--- src/rtl/mimosa_pkg.sv ---
// Shared definitions for the MIMOSA UART reporter: FSM encodings, the default
// sync byte and the packet byte selector.
package mimosa_pkg;

    localparam logic [7:0] SYNC_BYTE_DEFAULT = 8'hA5;

    typedef enum logic [1:0] {
        PKT_IDLE = 2'd0,
        PKT_SEND = 2'd1,
        PKT_DONE = 2'd2
    } pkt_state_t;

    typedef enum logic [1:0] {
        BIT_IDLE  = 2'd0,
        BIT_START = 2'd1,
        BIT_DATA  = 2'd2,
        BIT_STOP  = 2'd3
    } bit_state_t;

    // Byte n of the report packet {sync, uo, uio, sync ^ uo ^ uio}.
    function automatic logic [7:0] packet_byte(input logic [1:0] idx,
                                               input logic [7:0] sync,
                                               input logic [7:0] uo,
                                               input logic [7:0] uio);
        logic [7:0] b;
        case (idx)
            2'd0:    b = sync;
            2'd1:    b = uo;
            2'd2:    b = uio;
            default: b = sync ^ uo ^ uio;
        endcase
        return b;
    endfunction

endpackage

--- src/rtl/uart_byte_tx.sv ---
// 8N1 byte serializer. A new byte can be accepted in the final stop-bit cycle,
// so consecutive bytes go out back-to-back with no idle gap.
module uart_byte_tx
    import mimosa_pkg::*;
#(
    parameter int CLKS_PER_BIT = 868
) (
    input  logic       clk,
    input  logic       rst_n,
    input  logic       tx_valid,
    input  logic [7:0] tx_data,
    output logic       tx_ready,
    output logic       tx
);

    localparam int               CNT_W    = (CLKS_PER_BIT > 1) ? $clog2(CLKS_PER_BIT) : 1;
    localparam logic [CNT_W-1:0] CNT_LAST = CNT_W'(CLKS_PER_BIT - 1);

    bit_state_t       state_q, state_d;
    logic [CNT_W-1:0] baud_cnt_q, baud_cnt_d;
    logic [2:0]       bit_idx_q, bit_idx_d;
    logic [7:0]       shift_q, shift_d;
    logic             bit_end;

    assign bit_end = (baud_cnt_q == CNT_LAST);

    always_ff @(posedge clk) begin
        if (!rst_n) begin
            state_q    <= BIT_IDLE;
            baud_cnt_q <= '0;
            bit_idx_q  <= '0;
            shift_q    <= '0;
        end else begin
            state_q    <= state_d;
            baud_cnt_q <= baud_cnt_d;
            bit_idx_q  <= bit_idx_d;
            shift_q    <= shift_d;
        end
    end

    always_comb begin
        state_d    = state_q;
        baud_cnt_d = bit_end ? '0 : baud_cnt_q + CNT_W'(1);
        bit_idx_d  = bit_idx_q;
        shift_d    = shift_q;
        tx_ready   = 1'b0;
        tx         = 1'b1;
        unique case (state_q)
            BIT_IDLE: begin
                tx_ready   = 1'b1;
                baud_cnt_d = '0;
                if (tx_valid) begin
                    state_d = BIT_START;
                    shift_d = tx_data;
                end
            end
            BIT_START: begin
                tx = 1'b0;
                if (bit_end) begin
                    state_d   = BIT_DATA;
                    bit_idx_d = '0;
                end
            end
            BIT_DATA: begin
                tx = shift_q[0];
                if (bit_end) begin
                    shift_d   = {1'b0, shift_q[7:1]};
                    bit_idx_d = bit_idx_q + 3'd1;
                    if (bit_idx_q == 3'd7) state_d = BIT_STOP;
                end
            end
            BIT_STOP: begin
                // Ready only in the last stop cycle: the next start bit follows directly.
                if (bit_end) begin
                    tx_ready = 1'b1;
                    if (tx_valid) begin
                        state_d = BIT_START;
                        shift_d = tx_data;
                    end else begin
                        state_d = BIT_IDLE;
                    end
                end
            end
        endcase
    end

endmodule

--- src/rtl/mimosa_uart_reporter.sv ---
// Captures the model output bytes on a sample request and reports them over
// UART as a 4-byte packet with sync byte and XOR checksum.
module mimosa_uart_reporter
    import mimosa_pkg::*;
#(
    parameter int         CLKS_PER_BIT = 868,
    parameter logic [7:0] SYNC_BYTE    = SYNC_BYTE_DEFAULT
) (
    input  logic       clk,
    input  logic       rst_n,
    input  logic       sample,
    input  logic [7:0] uo_in,
    input  logic [7:0] uio_in,
    output logic       usb_tx,
    output logic       busy,
    output logic [7:0] overrun_cnt
);

    pkt_state_t pkt_q, pkt_d;
    logic [1:0] byte_idx_q, byte_idx_d;
    logic [7:0] uo_q, uio_q, overrun_q;
    logic       capture, tx_valid, tx_ready;
    logic [7:0] tx_data;

    // DONE already reports not-busy, so a request on that cycle starts a new packet.
    assign busy        = (pkt_q == PKT_SEND);
    assign capture     = sample && !busy;
    assign overrun_cnt = overrun_q;

    always_ff @(posedge clk) begin
        if (!rst_n) begin
            pkt_q      <= PKT_IDLE;
            byte_idx_q <= '0;
            uo_q       <= '0;
            uio_q      <= '0;
            overrun_q  <= '0;
        end else begin
            pkt_q      <= pkt_d;
            byte_idx_q <= byte_idx_d;
            if (capture) begin
                uo_q  <= uo_in;
                uio_q <= uio_in;
            end
            if (sample && busy && (overrun_q != 8'hFF)) begin
                overrun_q <= overrun_q + 8'd1;
            end
        end
    end

    always_comb begin
        pkt_d      = pkt_q;
        byte_idx_d = byte_idx_q;
        tx_valid   = 1'b0;
        tx_data    = SYNC_BYTE;
        unique case (pkt_q)
            PKT_SEND: begin
                if (tx_ready) begin
                    if (byte_idx_q == 2'd3) begin
                        pkt_d = PKT_DONE;
                    end else begin
                        tx_valid   = 1'b1;
                        byte_idx_d = byte_idx_q + 2'd1;
                        tx_data    = packet_byte(byte_idx_d, SYNC_BYTE, uo_q, uio_q);
                    end
                end
            end
            default: begin
                // Byte 0 is the sync byte, so it can be launched on the capture edge itself.
                pkt_d = PKT_IDLE;
                if (sample) begin
                    tx_valid   = 1'b1;
                    pkt_d      = PKT_SEND;
                    byte_idx_d = 2'd0;
                end
            end
        endcase
    end

    uart_byte_tx #(
        .CLKS_PER_BIT(CLKS_PER_BIT)
    ) u_byte_tx (
        .clk      (clk),
        .rst_n    (rst_n),
        .tx_valid (tx_valid),
        .tx_data  (tx_data),
        .tx_ready (tx_ready),
        .tx       (usb_tx)
    );

endmodule

--- config.mk ---
export PLATFORM = sky130hd
export DESIGN_NAME = mimosa_uart_reporter
export DESIGN_NICKNAME = d
export VERILOG_FILES = /design/src/rtl/mimosa_pkg.sv /design/src/rtl/uart_byte_tx.sv /design/src/rtl/mimosa_uart_reporter.sv
export SDC_FILE = /design/constraint.sdc
export NUM_CORES = 1
export LEC_CHECK = 0
export CORE_MARGIN = 2
export CORE_UTILIZATION = 35
export CTS_CLUSTER_SIZE = 10
export DETAILED_ROUTE_END_ITERATION = 6
export HOLD_SLACK_MARGIN = 0.15
export PLACE_DENSITY = 0.56
export SYNTH_ARGS = -nofsm -noshare
export SYNTH_HDL_FRONTEND = slang
export SYNTH_HIERARCHICAL = 1
export SYNTH_SLANG_ARGS = --single-unit
--- constraint.sdc ---
create_clock -name clk -period 3.1 [get_ports clk]
set_input_delay 0.62 -clock clk [delete_from_list [all_inputs] [get_ports clk]]
set_output_delay 0.62 -clock clk [all_outputs]
set_load 0.005 [all_outputs]
==> results of run 1 <==
[registers in the layout, indices dropped and copies added (netlist names)]
name and flops:
u_byte_tx/baud_cnt_q 10, u_byte_tx/bit_idx_q 3, overrun_cnt 8, u_byte_tx/shift_q 8, uio_q 8, pkt_q 2, u_byte_tx/state_q 2, byte_idx_q 2
uo_q 8
[cell type report]
type / instances / area [um2] / area share (%)
multi-input cells: 238 / 1460 / 47.4
repair buffers: 35 / 333 / 10.8
flip-flops and latches: 51 / 1020 / 33.2
clock inverters: 1 / 5.00 / 0.163
well taps: 99 / 124 / 4.03
inverters: 14 / 52.6 / 1.71
clock buffers: 6 / 82.6 / 2.69
[layout by cell type, fill, tap and decap left out, types with 2 or more instances in the layout]
cell | synthesis | final
xor2_1 | 3 | 3
nand2b_1 | 2 | 2
nor3_1 | 6 | 6
dfxtp_1 | 51 | 51
inv_1 | 12 | 12
or4_1 | 2 | 2
ha_1 | 13 | 13
nor2b_1 | 12 | 12
o22ai_1 | 2 | 2
clkdlybuf4s50_1 | 0 | 28
nor2_1 | 29 | 29
or3_1 | 4 | 4
o21ai_0 | 14 | 14
nand4b_1 | 2 | 2
a211oi_1 | 9 | 9
clkinv_1 | 2 | 2
clkbuf_8 | 0 | 6
o21ai_1 | 2 | 2
nand2_1 | 45 | 45
a221oi_1 | 4 | 4
nand3_1 | 14 | 14
mux2i_1 | 11 | 11
xnor2_1 | 7 | 7
buf_4 | 0 | 7
a21oi_1 | 40 | 40
[power by group]
group / switching, uW / leakage, uW / internal (uW)
registers: 60.4 / 0.000416 / 740
clock network: 211 / 0.0000470 / 176
logic: 356 / 0.000638 / 281
[per-layer routing]
layer  wire (um)  track usage (%)  vias up
met5           0                0        -
met4          95             4.87        0
met1        2700             18.4      991
li1            -                -     1151
met3         151             3.02        8
met2        2210             22.2       28
[logic make-up after synthesis]
group	synth area share, %
AND/OR/NAND/NOR	23.9
AO/OA/AOI/OAI	18.2
flip-flops	39.3
buffers and inverters	4.72
adder cells (fa/ha/maj)	6.26
multiplexers	4.24
XOR/XNOR	3.37
[metrics by stage]
step / setup slack (ns) / instance area [um2] / instances
after floorplan: 0.529 / 2600 / 318
after global placement: 0.606 / 2990 / 437
after detailed placement: 0.496 / 2990 / 437
after CTS: 0.463 / 3070 / 444
after global routing: 0.143 / 3070 / 444
final: 0.447 / 3070 / 444
[critical path: stages (launching register included)]
cell and delay, ns:
dfxtp_1 0.38, ha_1 0.24, nand4b_1 0.20, nor3_1 0.35, a21oi_1 0.14, nor2_1 0.17, nand3b_1 0.12, nand2_1 0.14
nor2_1 0.05, nor2_1 0.09, buf_4 0.15, and2_1 0.33, mux2i_1 0.21
[worst max path at each step]
stage | from | endpoint | slack [ns] | cells past startpoint
detailed placement | u_byte_tx/baud_cnt_q[0] | u_byte_tx/shift_q[7] | 0.50 | 12
CTS | u_byte_tx/baud_cnt_q[0] | u_byte_tx/shift_q[7] | 0.46 | 12
finish | u_byte_tx/baud_cnt_q[0] | u_byte_tx/shift_q[7] | 0.45 | 12
global route | u_byte_tx/baud_cnt_q[0] | u_byte_tx/shift_q[7] | 0.14 | 12
floorplan | u_byte_tx/baud_cnt_q[0] | u_byte_tx/shift_q[7] | 0.53 | 13
global placement | u_byte_tx/baud_cnt_q[0] | u_byte_tx/shift_q[7] | 0.61 | 12
==> run metrics, run 1 <==
min Tclk post-route=2.65 ns; worst hold stages=1; post-DR vias/cell=4.91; synthesized net count=350; P&R area growth vs syn=18.2%; wire per inst=11.6 um; MaxCap Viol Count=0; die area=0.00813 mm2; I/O Buffers=28; first-pass GRT wire length=9470 um; Hold Slack=0.474 ns; #FFs+latches synth=51; Initial Utilization=36.0%; final core occ=42.6%; vias in the first global route=2163; number of synthesized flops with an enable pin=0; via count=2178; drt initial violations=64; top cells by area, synth=dfxtp_1 (39%), a21oi_1 (7.7%), nand2_1 (6.5%), ha_1 (6.3%), mux2i_1 (4.2%); Mapped Cells=318; Hold-fix buffers, CTS=0; HPWL Detailed=3740 um; Reg clk slew, reported paths=0.09 ns; CP endpoint kind=flop; Lkg Pwr=0.00110 uW; number of setup violations in the final report=0; Total GRT Usage=13.8%; register-to-register setup slack=0.45 ns; sequential share of the synthesized area=39.3%; Worst-Margin Slew=0.552 ns; row cnt=31; Netlist Area Pre-Place=0.00260 mm2; number of remaining DRC errors=0; Worst EP arrival=2.89 ns; most frequent cells after synthesis=dfxtp_1 (51), nand2_1 (45), a21oi_1 (40), nor2_1 (29); nets=377; Min-Delay Endpoint=u_byte_tx/baud_cnt_q[0]; unique cell type count in the Yosys netlist=42; post_cts resized=0; TritonCTS clock tree=done; Placeable Area=0.00721 mm2; Max IR drop VDD=0.198 mV; top cell type's share of synthesized area=39.3%; critical path class=flop to flop; Req. time, crit path=3.33 ns; clk_lat worst skew=0.30 ns; number of fillers in the final layout=779; reg2reg start=u_byte_tx/baud_cnt_q[0]; Antenna diodes=0; Yosys warnings=6; largest net degree at the start of global routing=28; top-count cell post-synth=dfxtp_1; Setup TNS Final=0 ns; total grt overflow=0; Hold Fails Final Rpt=0; Die H=90.2 um; Worst R2R End=u_byte_tx/shift_q[7]; Max Slew Vio Count=0; share of cells above drive strength 1=5.51%; CP Launch Type=flop; Worst Hold Class=flop to flop; critical hold path startpoint=u_byte_tx/baud_cnt_q[0]; top_reg_cell synth=dfxtp_1; Worst R2R Path Depth=12; RSZ-0062 raised after global routing=no; outcome=complete, no violations; Power Dens Cells=593 mW/mm2; clk sinks=51; Root Buffer=clkbuf_8; drt first pass iters=4; Total Wirelength=5170 um; CTS Buffer Depth=2; TritonCTS buffer count=5; Synth Area per Inst=8.17 um2; Post-synth ARST share=0%; Max Fclk=377 MHz; RD Place Congestion=0.760; Slew headroom=63.1%; Clock Skew=0.00572 ns; Tcrit/Tclk final=85.6%; DIE WIDTH=90.2 um; CTS HTree Levels=2; dominant cell type by area after synthesis=dfxtp_1; boundary pin count=29; remaining antenna violation count=0; total power after layout=1820 uW; critical path peak fanout=8; post-CTS setup repair buffer count=0; initial antenna violation count=0
Note: power is estimated with default switching activity, not from simulation.
==> run 2, diff against run 1 <==
- SYNTH_HIERARCHICAL: 1 -> default
==> run 2 against run 1 <==
Against the previous run: global-route usage increased by 0.37 points; fmax increased by 2.2%; hold slack got worse by 0.0082 ns; critical endpoint is now usb_tx.
==> run metrics, run 2 <==
synthesized net count=345; Slew headroom=55.5%; number of flip-flops in the largest register=10; top cells by area, synth=dfxtp_1 (39%), ha_1 (6.3%), a21oi_1 (6.2%), nand2_1 (5.9%), nor2_1 (5.1%); post-DR vias/cell=4.99; number of synthesized flops with an enable pin=0; Clock Skew=0.0165 ns; most flop-heavy register=u_byte_tx.baud_cnt_q; Worst-Margin Slew=0.667 ns; share of cells above drive strength 1=5.36%; die area=0.00813 mm2; top sig layer=met4; row cnt=31; Worst EP arrival=1.98 ns; outcome=complete, no violations; Initial Utilization=36.0%; RSZ-0062 raised after global routing=no; placed insts=427; top cell type's share of synthesized area=39.3%; Antenna diodes=0; final non-filler cell total=435; number of fillers in the final layout=767; Lkg Pwr=0.00112 uW; top_reg_cell synth=dfxtp_1; post_cts resized=0; Total Wirelength=5510 um; #FFs+latches synth=51; post-CTS setup repair buffer count=0; initial antenna violation count=0; clk_lat worst skew=0.31 ns; RD Place Congestion=0.769; Placeable Area=0.00721 mm2; number of remaining DRC errors=0; remaining antenna violation count=0; CTS Buffer Depth=2; HPWL Detailed=3880 um; drt first pass iters=4; CP Launch Type=flop; number of setup violations in the final report=0; Worst Hold Class=flop to flop; min Tclk post-route=2.60 ns; most frequent cells in the layout=dfxtp_1 (51), nand2_1 (41), nor2_1 (35); Req. time, crit path=2.48 ns; Mapped Cells=313; wire per inst=12.7 um; P&R area growth vs syn=18.0%; nets=367; TritonCTS clock tree=done; unique cell type count in the Yosys netlist=43; Max IR drop VDD=0.346 mV; Max Fclk=385 MHz; dominant cell type by area after synthesis=dfxtp_1; CTS HTree Levels=2; met1 wire length=2710 um; TritonCTS buffer count=5; Power Dens Cells=627 mW/mm2; MaxCap Viol Count=0; Netlist Area Pre-Place=0.00260 mm2; Root Buffer=clkbuf_8; sequential share of the synthesized area=39.3%; Reg clk slew, reported paths=0.09 ns; commonest non-fill, non-tap cell in the layout=dfxtp_1; Met2 Wirelength=2530 um; via count=2170; register-to-register setup slack=0.55 ns; vias in the first global route=2028; Detail Route met3 WL=202 um; critical path peak fanout=10; critical path class=flop to primary output; Die H=90.2 um; largest net degree at the start of global routing=39; I/O Buffers=28; Post-synth ARST share=0%; boundary pin count=29; clk sinks=51; Max Slew Vio Count=0; Hold-fix buffers, CTS=0; Setup TNS Final=0 ns; Yosys warnings=0; DIE WIDTH=90.2 um; Tcrit/Tclk final=83.8%; total grt overflow=0; final core occ=42.5%; drt initial violations=105; top-count cell post-synth=dfxtp_1; Total GRT Usage=14.2%; Synth Area per Inst=8.31 um2; first-pass GRT wire length=9690 um; Hold Fails Final Rpt=0; most frequent cells after synthesis=dfxtp_1 (51), nand2_1 (41), nor2_1 (35), a21oi_1 (32), o21ai_0 (15); CP endpoint kind=primary output
run 2: cells by family after synthesis:
group / count (synthesis) / share of synthesized area (%)
adders and majority gates: 13 / 6.26
buffers and inverters: 26 / 4.14
AOI/OAI and AO/OA: 75 / 18.7
xor gates and xnor gates: 15 / 5.05
and+or+nand+nor: 131 / 25.8
muxes: 2 / 0.770
DFF: 51 / 39.3
run 2: layout make-up:
class | count | area (um2) | area share, %
multi-input combinational | 236 | 1470 | 48.0
sequential | 51 | 1020 | 33.3
timing repair buffer | 31 | 303 | 9.87
tap | 99 | 124 | 4.04
clock buffer | 6 | 72.6 | 2.37
clock inverter | 2 | 38.8 | 1.26
inverter | 10 | 37.5 | 1.22
run 2: final timing paths:
path | cells past startpoint | to | startpoint
worst min register to register | 2 | u_byte_tx.shift_q[0] | u_byte_tx.shift_q[0]
worst min-delay path | 2 | u_byte_tx.shift_q[0] | u_byte_tx.shift_q[0]
worst max-delay path | 5 | usb_tx | u_byte_tx.state_q[0]
worst max register to register | 7 | u_byte_tx.shift_q[2] | u_byte_tx.state_q[0]
run 2: critical path: stages (launching register included):
cell and delay [ns]:
dfxtp_1 0.35, inv_1 0.13, ha_1 0.19, clkinv_1 0.27, a21oi_1 0.22, clkdlybuf4s50_1 0.52
run 2: metal layers:
layer	track usage (%)	vias up
met2	23.2	35
met1	18.7	1001
met5	0	-
li1	-	1129
met4	4.10	0
met3	3.44	5
run 2: power by group:
| part | switching [uW] | internal [uW] |
|---|---|---|
| logic | 377 | 269 |
| clock network | 231 | 244 |
| registers | 60.2 | 742 |
| total | 668 | 1260 |
run 2: through the flow:
stage | area [um2] | hold slack (ns) | worst slack (ns) | power [uW]
final | 3070 | 0.466 | 0.503 | 1920
after detailed placement | 2960 | 0.452 | 0.562 | 1460
after global routing | 3070 | 0.498 | 0.294 | 2060
after floorplan | 2600 | 0.430 | 1.01 | 1310
after CTS | 3070 | 0.469 | 0.453 | 1950
after global placement | 2960 | 0.446 | 0.685 | 1450
==> run 3, diff against run 2 <==
- PLACE_DENSITY: 0.56 -> 0.58
- clock period: 3.1 -> 2.2 ns (I/O delays scaled with it)
==> run 3 against run 2 <==
Against the previous run: final cell count grew 2.5%; sequential power grew 41%; critical path type unchanged; worst setup slack lost 0.46 ns; wire length grew 0.56%; hold slack gained 0.011 ns; via count grew 1.5%; first-iteration DRC count shrank 17%; sequential share of layout area shrank 0.74 points.
==> run metrics, run 3 (synthesized netlist as in run 2, its figures left out) <==
Clock Skew=0.0105 ns; Req. time, crit path=1.76 ns; total grt overflow=0; Max Slew Vio Count=0; Slew headroom=71.3%; area taken by multi-input logic gates=0.00148 mm2; critical-path cell list=buf_4 > ha_1 > a21oi_2 > clkdlybuf4s50_1; post-DR vias/cell=4.94; DIE WIDTH=90.2 um; Hold Fails Final Rpt=0; TritonCTS clock tree=done; Power Dens Cells=865 mW/mm2; Placeable Area=0.00721 mm2; Worst Hold Class=flop to flop; Max Fclk=464 MHz; commonest non-fill, non-tap cell in the layout=dfxtp_1; HPWL Detailed=4000 um; Max IR drop VDD=0.394 mV; final core occ=43.5%; wire per inst=12.4 um; I/O Buffers=28; row cnt=31; Hold-fix buffers, CTS=0; FF/Latch Area=0.00102 mm2; Clock power frac=20.5%; combinational share of power=37.9%; placed insts=436; remaining antenna violation count=0; Tcrit/Tclk final=98.1%; number of setup violations in the final report=0; boundary pin count=29; most frequent cells in the layout=dfxtp_1 (50), nand2_1 (41), nor2_1 (35); Antenna diodes=0; RSZ-0062 raised after global routing=yes; clk sinks=51; switching pwr=966 uW; critical path class=flop to primary output; CTS Buffer Depth=2; crit-path max cell delay=0.52 ns; clk_lat worst skew=0.31 ns; CP max stage cell=clkdlybuf4s50_1; outcome=complete, no violations; largest net degree at the start of global routing=39; switching share of power=35.6%; Worst path top cell family by delay=buffers and inverters; drt initial violations=87; Worst EP arrival=1.72 ns; WP buf/inv=2; Root Buffer=clkbuf_8; first-pass GRT wire length=9890 um; critical path peak fanout=4; TritonCTS buffer count=5; Pint=1750 uW; number of remaining DRC errors=0; CP Launch Type=flop; final non-filler cell total=446; P&R area growth vs syn=20.8%; die area=0.00813 mm2; Worst-Margin Slew=0.430 ns; share of cells above drive strength 1=9.80%; most flop-heavy register=u_byte_tx.baud_cnt_q; nets=378; min Tclk post-route=2.16 ns; Die H=90.2 um; CTS HTree Levels=2; sequential power share=41.6%; via count=2203; drt first pass iters=4; vias in the first global route=2149; initial antenna violation count=0; Initial Utilization=36.0%; number of fillers in the final layout=756; RD Place Congestion=0.788; CP endpoint kind=primary output; Reg clk slew, reported paths=0.09 ns; Total GRT Usage=14.5%; Total Wirelength=5540 um; Lkg Pwr=0.00117 uW; number of flip-flops in the largest register=10; MaxCap Viol Count=0
-- run 3: worst min-delay path: cells and delay by family (launching register included) --
kind	cells	cell delay (ns)
flip-flops	1	0.32
multiplexers	1	0.06
AND/OR/NAND/NOR	1	0.06
-- run 3: routing by layer --
| metal | GRT usage, % | vias to the layer above | wire length [um] |
|---|---|---|---|
| li1 | - | 1148 | - |
| met1 | 19.0 | 1023 | 2720 |
| met2 | 23.7 | 26 | 2590 |
| met3 | 3.19 | 6 | 159 |
| met4 | 4.49 | 0 | 68 |
| met5 | 0 | - | 0 |
-- run 3: cell type report --
type	instances	share of cell area [%]
Clock buffer	5	2.19
Clock inverter	3	0.717
Inverter	10	1.19
Multi-Input combinational cell	236	47.0
Sequential cell	51	32.5
Tap cell	99	3.94
Timing Repair Buffer	42	12.4
-- run 3: per-stage QoR --
stage,hold WS (ns),setup WS [ns],setup TNS (ns),power (uW),area (um2)
finish,0.476,0.0425,0,2720,3140
global route,0.491,-0.0144,-0.0276,2940,3140
CTS,0.475,0.00317,0,2720,3120
detailed placement,0.456,-0.0298,-0.0392,2130,3020
global placement,0.442,0.0846,0,2100,3020
floorplan,0.430,0.113,0,1840,2600
-- run 3: final timing paths --
kind,from,endpoint,slack [ns],cells after the start
max reg2reg,u_byte_tx.state_q[1],u_byte_tx.shift_q[5],0.13,8
min reg2reg,u_byte_tx.shift_q[0],u_byte_tx.shift_q[0],0.48,2
min,u_byte_tx.shift_q[0],u_byte_tx.shift_q[0],0.48,2
max,u_byte_tx.state_q[0],usb_tx,0.04,4
-- run 3: power groups by stage --
stage          logic (uW)  clock network, uW  registers (uW)
4_1_cts              1000                592            1130
6_report             1030                557            1130
2_1_floorplan         712                  0            1130
3_5_place_dp          983                  0            1150
3_3_place_gp          959                  0            1140
5_1_grt              1160                630            1150
-- run 3: timing repair --
| action | CTS | global route |
|---|---|---|
| gates resized for setup | 3 | 2 |
| pin swaps | 1 | 0 |
| endpoints found under the setup margin | 4 | 2 |
| cloned | 0 | 0 |
| setup buffers | 0 | 2 |
